--- src/rtl/datamem_arb_pkg.sv ---
// Shared types and constants for the data-memory arbiter and its read tracker.
package datamem_arb_pkg;

    typedef enum logic [1:0] {
        ARB   = 2'd0,
        LOCK  = 2'd1,
        FORCE = 2'd2
    } arb_state_e;

    typedef struct packed {
        logic vld;
        logic owner;
    } rd_tag_t;

    localparam logic REQ_CPU = 1'b0;
    localparam logic REQ_DMA = 1'b1;

endpackage

--- src/rtl/datamem_rd_tracker.sv ---
// Read-ownership pipe: one tag per issued BRAM access, aligned with the BRAM
// read latency so the tag at the pipe output matches mem_rdata.
module datamem_rd_tracker
    import datamem_arb_pkg::*;
#(
    parameter int RD_LATENCY = 1
) (
    input  logic clk,
    input  logic rst,
    input  logic push_vld,
    input  logic push_owner,
    output logic rsp_valid0,
    output logic rsp_valid1
);

    if (RD_LATENCY < 1 || RD_LATENCY > 4) begin : g_bad_latency
        $error("datamem_rd_tracker: RD_LATENCY must be in 1..4");
    end

    rd_tag_t [RD_LATENCY-1:0] pipe;
    rd_tag_t                  head;

    // Shift one tag per cycle; reset drops every in-flight read.
    always_ff @(posedge clk or posedge rst) begin
        if (rst) begin
            pipe <= '0;
        end else begin
            pipe[0] <= '{vld: push_vld, owner: push_vld & push_owner};
            for (int i = 1; i < RD_LATENCY; i++) begin
                pipe[i] <= pipe[i-1];
            end
        end
    end

    assign head       = pipe[RD_LATENCY-1];
    assign rsp_valid0 = head.vld && (head.owner == REQ_CPU);
    assign rsp_valid1 = head.vld && (head.owner == REQ_DMA);

endmodule

--- src/rtl/datamem_arbiter.sv ---
// Two-requester arbiter for the single-port data BRAM (m0 = CPU, m1 = DMA).
// Optional build macro DATAMEM_ARB_PERF_EN adds grant/conflict counters.
//
// state | meaning
// ARB   | per-cycle round robin; m0 wins the first conflict after reset
// LOCK  | m1 burst; m0 only gets cycles m1 leaves idle
// FORCE | one slot forced to m0 after LOCK_MAX m1 grants under lock
module datamem_arbiter
    import datamem_arb_pkg::*;
#(
    parameter  int DATAMEM_DEPTH = 8192,
    parameter  int RD_LATENCY    = 1,
    parameter  int LOCK_MAX      = 16,
    localparam int AW            = $clog2(DATAMEM_DEPTH)
) (
    input  logic          clk,
    input  logic          rst,
    input  logic          m0_cmd_valid,
    output logic          m0_cmd_ready,
    input  logic [AW-1:0] m0_cmd_addr,
    input  logic [31:0]   m0_cmd_wdata,
    input  logic [3:0]    m0_cmd_mask,
    input  logic          m0_cmd_wr,
    input  logic          m1_cmd_valid,
    output logic          m1_cmd_ready,
    input  logic [AW-1:0] m1_cmd_addr,
    input  logic [31:0]   m1_cmd_wdata,
    input  logic [3:0]    m1_cmd_mask,
    input  logic          m1_cmd_wr,
    input  logic          m1_lock,
    output logic [31:0]   m0_rsp_data,
    output logic          m0_rsp_valid,
    output logic [31:0]   m1_rsp_data,
    output logic          m1_rsp_valid,
    output logic          mem_en,
    output logic          mem_we,
    output logic [AW-1:0] mem_addr,
    output logic [31:0]   mem_wdata,
    output logic [3:0]    mem_mask,
    input  logic [31:0]   mem_rdata
`ifdef DATAMEM_ARB_PERF_EN
    ,
    input  logic          perf_clr,
    output logic [31:0]   perf_grant0,
    output logic [31:0]   perf_grant1,
    output logic [31:0]   perf_conflict
`endif
);

    localparam int             LCW         = $clog2(LOCK_MAX + 1);
    localparam logic [LCW-1:0] LOCK_MAX_C  = LCW'(LOCK_MAX);
    localparam logic [LCW-1:0] LOCK_MAX_M1 = LCW'(LOCK_MAX - 1);
    localparam logic [LCW-1:0] LOCK_ONE    = LCW'(1);

    arb_state_e     state, state_nxt;
    logic [LCW-1:0] lock_cnt, lock_cnt_nxt;
    logic           last_grant, last_grant_nxt;
    logic           grant0, grant1;
    logic           rsp_valid0, rsp_valid1;

    // Arbiter state, burst counter and round-robin pointer.
    always_ff @(posedge clk or posedge rst) begin
        if (rst) begin
            state      <= ARB;
            lock_cnt   <= '0;
            last_grant <= REQ_DMA;
        end else begin
            state      <= state_nxt;
            lock_cnt   <= lock_cnt_nxt;
            last_grant <= last_grant_nxt;
        end
    end

    // Grant decision and next state; grants are held off while reset is high
    // so every output reads 0 during reset.
    always_comb begin
        grant0         = 1'b0;
        grant1         = 1'b0;
        state_nxt      = state;
        lock_cnt_nxt   = lock_cnt;
        last_grant_nxt = last_grant;
        if (!rst) begin
            case (state)
                ARB: begin
                    if (m0_cmd_valid && m1_cmd_valid) begin
                        grant0 = (last_grant == REQ_DMA);
                        grant1 = (last_grant == REQ_CPU);
                    end else begin
                        grant0 = m0_cmd_valid;
                        grant1 = m1_cmd_valid;
                    end
                    if (grant1 && m1_lock) begin
                        state_nxt    = LOCK;
                        lock_cnt_nxt = LOCK_ONE;
                    end
                end
                LOCK: begin
                    grant1 = m1_cmd_valid;
                    grant0 = m0_cmd_valid && !m1_cmd_valid;
                    if (grant1 && lock_cnt < LOCK_MAX_C) begin
                        lock_cnt_nxt = lock_cnt + 1'b1;
                    end
                    // The grant that brings the count to LOCK_MAX is the last
                    // one m1 gets before a waiting m0 is served.
                    if (!m1_lock) begin
                        state_nxt = ARB;
                    end else if (grant1 && m0_cmd_valid && lock_cnt >= LOCK_MAX_M1) begin
                        state_nxt = FORCE;
                    end
                end
                FORCE: begin
                    grant0 = m0_cmd_valid;
                    grant1 = m1_cmd_valid && !m0_cmd_valid;
                    if (m1_lock) begin
                        state_nxt    = LOCK;
                        lock_cnt_nxt = LOCK_ONE;
                    end else begin
                        state_nxt = ARB;
                    end
                end
                default: state_nxt = ARB;
            endcase
            if (grant0 || grant1) begin
                last_grant_nxt = grant1;
            end
            if (state == LOCK && !m1_lock) begin
                last_grant_nxt = REQ_DMA;
            end
        end
    end

    // Steer the granted requester's command onto the BRAM port.
    always_comb begin
        mem_en    = grant0 | grant1;
        mem_we    = 1'b0;
        mem_addr  = '0;
        mem_wdata = '0;
        mem_mask  = '0;
        if (grant0) begin
            mem_we    = m0_cmd_wr;
            mem_addr  = m0_cmd_addr;
            mem_wdata = m0_cmd_wdata;
            mem_mask  = m0_cmd_mask;
        end else if (grant1) begin
            mem_we    = m1_cmd_wr;
            mem_addr  = m1_cmd_addr;
            mem_wdata = m1_cmd_wdata;
            mem_mask  = m1_cmd_mask;
        end
    end

    assign m0_cmd_ready = grant0;
    assign m1_cmd_ready = grant1;

    datamem_rd_tracker #(
        .RD_LATENCY (RD_LATENCY)
    ) u_rd_tracker (
        .clk        (clk),
        .rst        (rst),
        .push_vld   ((grant0 && !m0_cmd_wr) || (grant1 && !m1_cmd_wr)),
        .push_owner (grant1),
        .rsp_valid0 (rsp_valid0),
        .rsp_valid1 (rsp_valid1)
    );

    assign m0_rsp_valid = rsp_valid0;
    assign m1_rsp_valid = rsp_valid1;
    assign m0_rsp_data  = rsp_valid0 ? mem_rdata : 32'h0;
    assign m1_rsp_data  = rsp_valid1 ? mem_rdata : 32'h0;

`ifdef DATAMEM_ARB_PERF_EN
    // Saturating grant/conflict counters; perf_clr beats any increment.
    always_ff @(posedge clk or posedge rst) begin
        if (rst) begin
            perf_grant0   <= '0;
            perf_grant1   <= '0;
            perf_conflict <= '0;
        end else if (perf_clr) begin
            perf_grant0   <= '0;
            perf_grant1   <= '0;
            perf_conflict <= '0;
        end else begin
            if (grant0 && perf_grant0 != 32'hFFFF_FFFF) begin
                perf_grant0 <= perf_grant0 + 32'd1;
            end
            if (grant1 && perf_grant1 != 32'hFFFF_FFFF) begin
                perf_grant1 <= perf_grant1 + 32'd1;
            end
            if (m0_cmd_valid && m1_cmd_valid && perf_conflict != 32'hFFFF_FFFF) begin
                perf_conflict <= perf_conflict + 32'd1;
            end
        end
    end
`endif

endmodule

--- config.mk ---
export PLATFORM = sky130hd
export DESIGN_NAME = datamem_arbiter
export DESIGN_NICKNAME = d
export VERILOG_FILES = /design/src/rtl/datamem_arb_pkg.sv /design/src/rtl/datamem_rd_tracker.sv /design/src/rtl/datamem_arbiter.sv
export SDC_FILE = /design/constraint.sdc
export NUM_CORES = 1
export LEC_CHECK = 0
export CORE_AREA = 3 3 99 101
export CTS_CLUSTER_DIAMETER = 150
export DETAILED_ROUTE_END_ITERATION = 16
export DIE_AREA = 0 0 102 104
export GPL_ROUTABILITY_DRIVEN = 0
export PLACE_DENSITY_LB_ADDON = 0.1
export SLEW_MARGIN = 20
export SYNTH_ARGS = -nofsm -noshare
export SYNTH_HDL_FRONTEND = slang
export SYNTH_HIERARCHICAL = 1
export SYNTH_SLANG_ARGS = --single-unit
export TNS_END_PERCENT = 10
--- constraint.sdc ---
create_clock -name clk -period 4.55 [get_ports clk]
set_input_delay 0.455 -clock clk [delete_from_list [all_inputs] [get_ports clk]]
set_output_delay 0.455 -clock clk [all_outputs]
set_load 0.01 [all_outputs]
Word-level counts from Yosys, hierarchy flattened
Index checks and enable logic that the tools add are counted.
{ "op_classes": {"n_addsub": 1, "magnitude_cmp": 2, "eq_ne": 6, "muxes": 31, "bitwise_logic": 5, "reduce_logical": 24} }
{ "ops": {"columns": ["op", "n"], "rows": [
  ["$mux 32", 4],
  ["$mux 13", 2],
  ["$mux 5", 3],
  ["$pmux 5 s3", 1],
  ["$mux 1", 13],
  ["$logic_and 1x1->1", 11],
  ["$mux 4", 2],
  ["$mux 2", 3],
  ["$ne 2x2->1 const B", 3],
  ["$pmux 1 s3", 2],
  ["$pmux 2 s3", 1],
  ["$add 5x1->5 const B", 1],
  ["$ge 5x4->1 const B", 1],
  ["$logic_not 1->1", 5],
  ["$lt 5x5->1 const B", 1],
  ["$reduce_and 5->1", 1],
  ["$ne 3x3->1 const B", 1],
  ["$not 1->1", 3],
  ["$reduce_and 3->1", 1],
  ["$reduce_bool 3->1", 1],
  ["$eq 2x1->1 const B", 1],
  ["$eq 2x2->1 const B", 1],
  ["$logic_not 2->1", 1],
  ["$logic_or 1x1->1", 2],
  ["other kinds (4)", 4]
]} }
{ "totals": {"register_bits": 10, "in_bits": 137, "out_inout_bits": 119} }

Depth between registers and ports, before layout
{ "depth": {"word_depth": 10, "ltp_mapped": 7} }

By module
The synthesis kept the hierarchy.
{ "by_module_without_submodules": {"columns": ["mod", "n_inst", "cells_each", "area_each_um2"], "rows": [
  ["datamem_arbiter", 1, 193, 1519.0],
  ["datamem_rd_tracker", 1, 6, 76.3]
]} }

Worst setup path after synthesis
OpenSTA, ideal clock, no wires.
{ "synth_timing": {"path_kind": "reg-to-output", "from": "register last_grant", "to": "output port mem_mask[0]", "arrival_time_ns": 1.416, "setup_slack_ns": 2.679, "path_stages_with_launch": 7, "n_path_buf": 1, "cell_sequence": "dfstp_2 nor2b_2 nor2_1 o21ai_2 inv_2 buf_2 a22o_1"} }
{ "synth_via": {"elab_chain_cells": 9, "word_cells_on_any_way": 13, "classes_between": "mux: 12; bitwise: 1"} }
{ "synth_lines": {"columns": ["item", "line", "rtl"], "rows": [
  ["start, declared", "datamem_arbiter.sv:57", "logic last_grant, last_grant_nxt;"],
  ["start signal, assigned", "datamem_arbiter.sv:70", "last_grant <= last_grant_nxt;"],
  ["$not 1->1", "datamem_arbiter.sv:87", "grant1 = (last_grant == REQ_CPU);"],
  ["$mux 1", "datamem_arbiter.sv:85", "if (m0_cmd_valid && m1_cmd_valid) begin"],
  ["$mux 1", "datamem_arbiter.sv:83", "case (state)"],
  ["$mux 1", "datamem_arbiter.sv:82", "if (!rst) begin"],
  ["$pmux 1 s3", "datamem_arbiter.sv:83", null],
  ["$mux 1 (2 in a row)", "datamem_arbiter.sv:82", null],
  ["named net m1_cmd_ready", "datamem_arbiter.sv:25", "output logic m1_cmd_ready,"],
  ["$mux 4", "datamem_arbiter.sv:144", "end else if (grant1) begin"],
  ["$mux 4", "datamem_arbiter.sv:139", "if (grant0) begin"],
  ["end, declared", "datamem_arbiter.sv:39", "output logic [3:0] mem_mask,"]
]} }
The timed path passes the listed nets, and every way through them passes these cells. The select of a mux whose other input is x is not followed.

Final worst setup path
{ "layout_timing": {"from": "input port m1_cmd_valid", "to": "output port mem_wdata[3]"} }
{ "layout_via": {"elab_chain_cells": 9, "word_cells_on_any_way": 16, "classes_between": "mux: 12; reduce/logical: 4"} }
{ "layout_lines": {"columns": ["item", "line", "rtl"], "rows": [
  ["start, declared", "datamem_arbiter.sv:24", "input logic m1_cmd_valid,"],
  ["$logic_and 1x1->1", "datamem_arbiter.sv:85", null],
  ["$mux 1", "datamem_arbiter.sv:85", null],
  ["$mux 1", "datamem_arbiter.sv:83", null],
  ["$mux 1", "datamem_arbiter.sv:82", null],
  ["$pmux 1 s3", "datamem_arbiter.sv:83", null],
  ["$mux 1 (2 in a row)", "datamem_arbiter.sv:82", null],
  ["$mux 32", "datamem_arbiter.sv:144", null],
  ["$mux 32 (*)", "datamem_arbiter.sv:139", null],
  ["end, declared", "datamem_arbiter.sv:38", "output logic [31:0] mem_wdata,"]
]} }
Every way passes the cells marked *; elsewhere a longest branch is shown, timed or not. The select of a mux whose other input is x is not followed.

==> impl_metrics.py <==
metrics = {
    "outcome": {
        "status": "completed",
    },
    "route": {
        "viasPerCell": 4.45,
        "drt-met1-wl_um": 3170,
        "drc": 0,
        "wl_met2_um": 4760,
        "finalWirelength_um": 9100,
        "drt.antenna.violating_nets": 0,
        "vias": 2461,
        "wl_met3_um": 1110,
        "maxUsedRoutingLayer": "met4",
        "firstDrtPassIters": 4,
        "drt_iter0_markers": 62,
        "wl_per_cell_um": 16.5,
    },
    "synth": {
        "yosys_warnings": 6,
        "syn_nets": 338,
        "seq_area_frac_synth_pct": 15.8,
        "synth_area_sq_mm": 0.00160,
        "syn_avg_cell_area_sq_um": 8.02,
        "synth_flop_cell": "dfrtp_1",
        "synth_edf_count": 0,
        "synth-async-reset-ratio_pct": 100,
        "synth.distinct_cells": 37,
        "synth-seq-cells": 10,
        "netlist_instances": 199,
    },
    "power": {
        "p_per_area_mw_per_mm2": 191,
        "p_leak_nw": 1.68,
        "report.power.total_w": 0.000808,
        "ir_drop_mv": 0.0824,
    },
    "grt": {
        "grt.total_usage_pct": 15.7,
        "grt_pass1_vias": 2324,
        "antenna_found_initial": 0,
        "grt_overflow": 0,
        "grt_max_degree": 54,
        "grt_first_pass_wirelength_um": 13100,
    },
    "clocking": {
        "clkTransAtPathRegs_ps": 50,
        "clock_latency_ps": 240,
        "holdBufCountCts": 0,
        "tritoncts": "yes",
        "cts_buffer_depth": 2,
        "cts_max_level": 1,
        "post_cts_buffers": 0,
        "root_buffer": "clkbuf_8",
        "clkSinkCount": 10,
        "cts_buffers": 3,
        "ctsResizeCount": 0,
    },
    "timing": {
        "period_minus_slack_ps": 3340,
        "fin_crit_sh_pct": 73.4,
        "hold_viol_final": 0,
        "worst_slew_margin_rel_pct": 40.3,
        "max_freq_ghz": 0.299,
        "tightest_slew_ps": 894,
        "hold_slack_ps": 537,
        "fin_worst_skew_ps": 6.32,
        "setup_viol": 0,
        "final_max_slew_viol_count": 0,
        "final.setup.tns_ps": 0,
        "rsz0062_at_grt": "no",
    },
    "floorplan": {
        "die_x_um": 102,
        "start_util_pct": 17.5,
        "dieHeight_um": 104,
        "fp.coreArea_sq_mm": 0.00911,
        "io_pins": 256,
        "die_area_sq_mm": 0.0106,
        "num_rows": 35,
    },
    "placement": {
        "portBuffers": 255,
        "hpwlAfterDp_um": 7740,
    },
    "critical_path": {
        "reg2reg_depth": 5,
        "timing.rr.start": "last_grant$_DFFE_PP1P_",
        "crit_type": "in -> out",
        "critPathLaunchType": "input port",
        "crit_path_cell_trace": "clkdlybuf4s50_1 -> nor2b_1 -> o21ai_2 -> inv_2 -> a22o_1 -> clkdlybuf4s50_1",
        "arrival_ps": 2880,
        "slowest_delay_ps": 650,
        "worstSetupEndpointType": "primary output",
        "slowest_stage": "inv_2",
        "path_common_cell": "clkdlybuf4s50_1",
        "crit_fanout": 53,
        "cp_data_required_time_ps": 4090,
        "crit_start": "m1_cmd_valid",
    },
    "cells_and_area": {
        "fin_nets": 582,
        "fillCellCount": 887,
        "layout_common_cells": "255 x clkdlybuf4s50_1, 66 x and2_1, 50 x a22o_1, 9 x dfrtp_1",
        "areaGrowthSynthToFinish_pct": 165,
        "antenna_cells": 0,
        "drive_gt1_share_pct": 4.75,
        "multi_input_area_sq_mm": 0.00119,
        "seq_area_sq_um": 251,
        "mostFrequentLayoutCell": "clkdlybuf4s50_1",
    },
    "worst_hold_path": {
        "holdCritStartpoint": "lock_cnt[0]$_DFFE_PP0P_",
        "hold_path.class": "reg -> reg",
        "hold_depth": 1,
    },
    "run": {
        "drv_cap": 0,
    },
}
-- metal layers --
metal  vias to the layer above  global-route usage [%]
li1                       1201                       -
met1                      1098                    16.2
met2                       158                    30.4
met3                         4                    5.43
met4                         0                    1.97
met5                         -                       0
-- worst max-delay path: cells and delay by family --
family	cells	cell delay [ps]
AND/OR/NAND/NOR	1	220
buffers and inverters	3	1830
AO/OA/AOI/OAI	2	370
-- synth_stat cells (all sizes together) (2+ instances only) --
cell type	n	area (sq um)
a211oi	2	20.0
a21oi	3	15.0
a22o	50	438
and2	67	420
and2b	3	25.0
and3	3	18.8
buf	12	104
clkbuf	6	22.5
dfrtp	9	225
ha	2	25.0
inv	6	22.5
mux2i	2	20.0
nand2	6	22.5
nor2	6	22.5
nor2b	2	15.0
o21ai	6	37.5
o21ba	2	20.0
-- report_power, final --
group,total (W),internal [W],switching [W]
clock network,0.000112,0.0000761,0.0000356
registers,0.000141,0.000114,0.0000264
logic,0.000555,0.000343,0.000212
total,0.000808,0.000534,0.000274
-- cells by family (layout without fill, tap and decap cells) --
group / after synthesis / after routing / share of synthesized area (%)
AOI/OAI and AO/OA: 68 / 68 / 36.1
adders and majority gates: 2 / 2 / 1.57
buffers and inverters: 24 / 267 / 9.33
DFF: 10 / 10 / 15.8
muxes: 3 / 3 / 2.20
and+or+nand+nor: 92 / 92 / 35.1
-- final cells by class --
cell class / count / area share (%)
timing repair buffer: 257 / 60.7
multi-input combinational: 165 / 28.2
sequential: 10 / 5.94
tap: 111 / 3.28
clock buffer: 4 / 1.30
inverter: 6 / 0.532
-- per-stage QoR --
stage	area, sq um	worst slack [ps]	utilization, %	cells
4_1_cts	4230	1160	46.4	553
6_report	4230	1210	46.4	553
3_5_place_dp	4180	1180	45.8	549
2_1_floorplan	1600	2680	-	199
3_3_place_gp	4180	1200	45.8	549
5_1_grt	4230	1000	46.4	553
-- state kept, by name, indices dropped and copies added (netlist names) --
signal and count:
last_grant 1, u_rd_tracker/head 2, lock_cnt 5, state 2
-- final timing paths --
check	slack (ps)	end
worst max-delay path	1210	mem_wdata[3]
worst min-delay path	540	lock_cnt[0]$_DFFE_PP0P_
worst max register to register	2750	last_grant$_DFFE_PP1P_
worst min register to register	540	lock_cnt[0]$_DFFE_PP0P_
max in group asynchronous	3540	last_grant$_DFFE_PP1P_
min in group asynchronous	580	u_rd_tracker/head[0]$_DFF_PP0_
No activity file was read; power rests on OpenSTA's default activity.
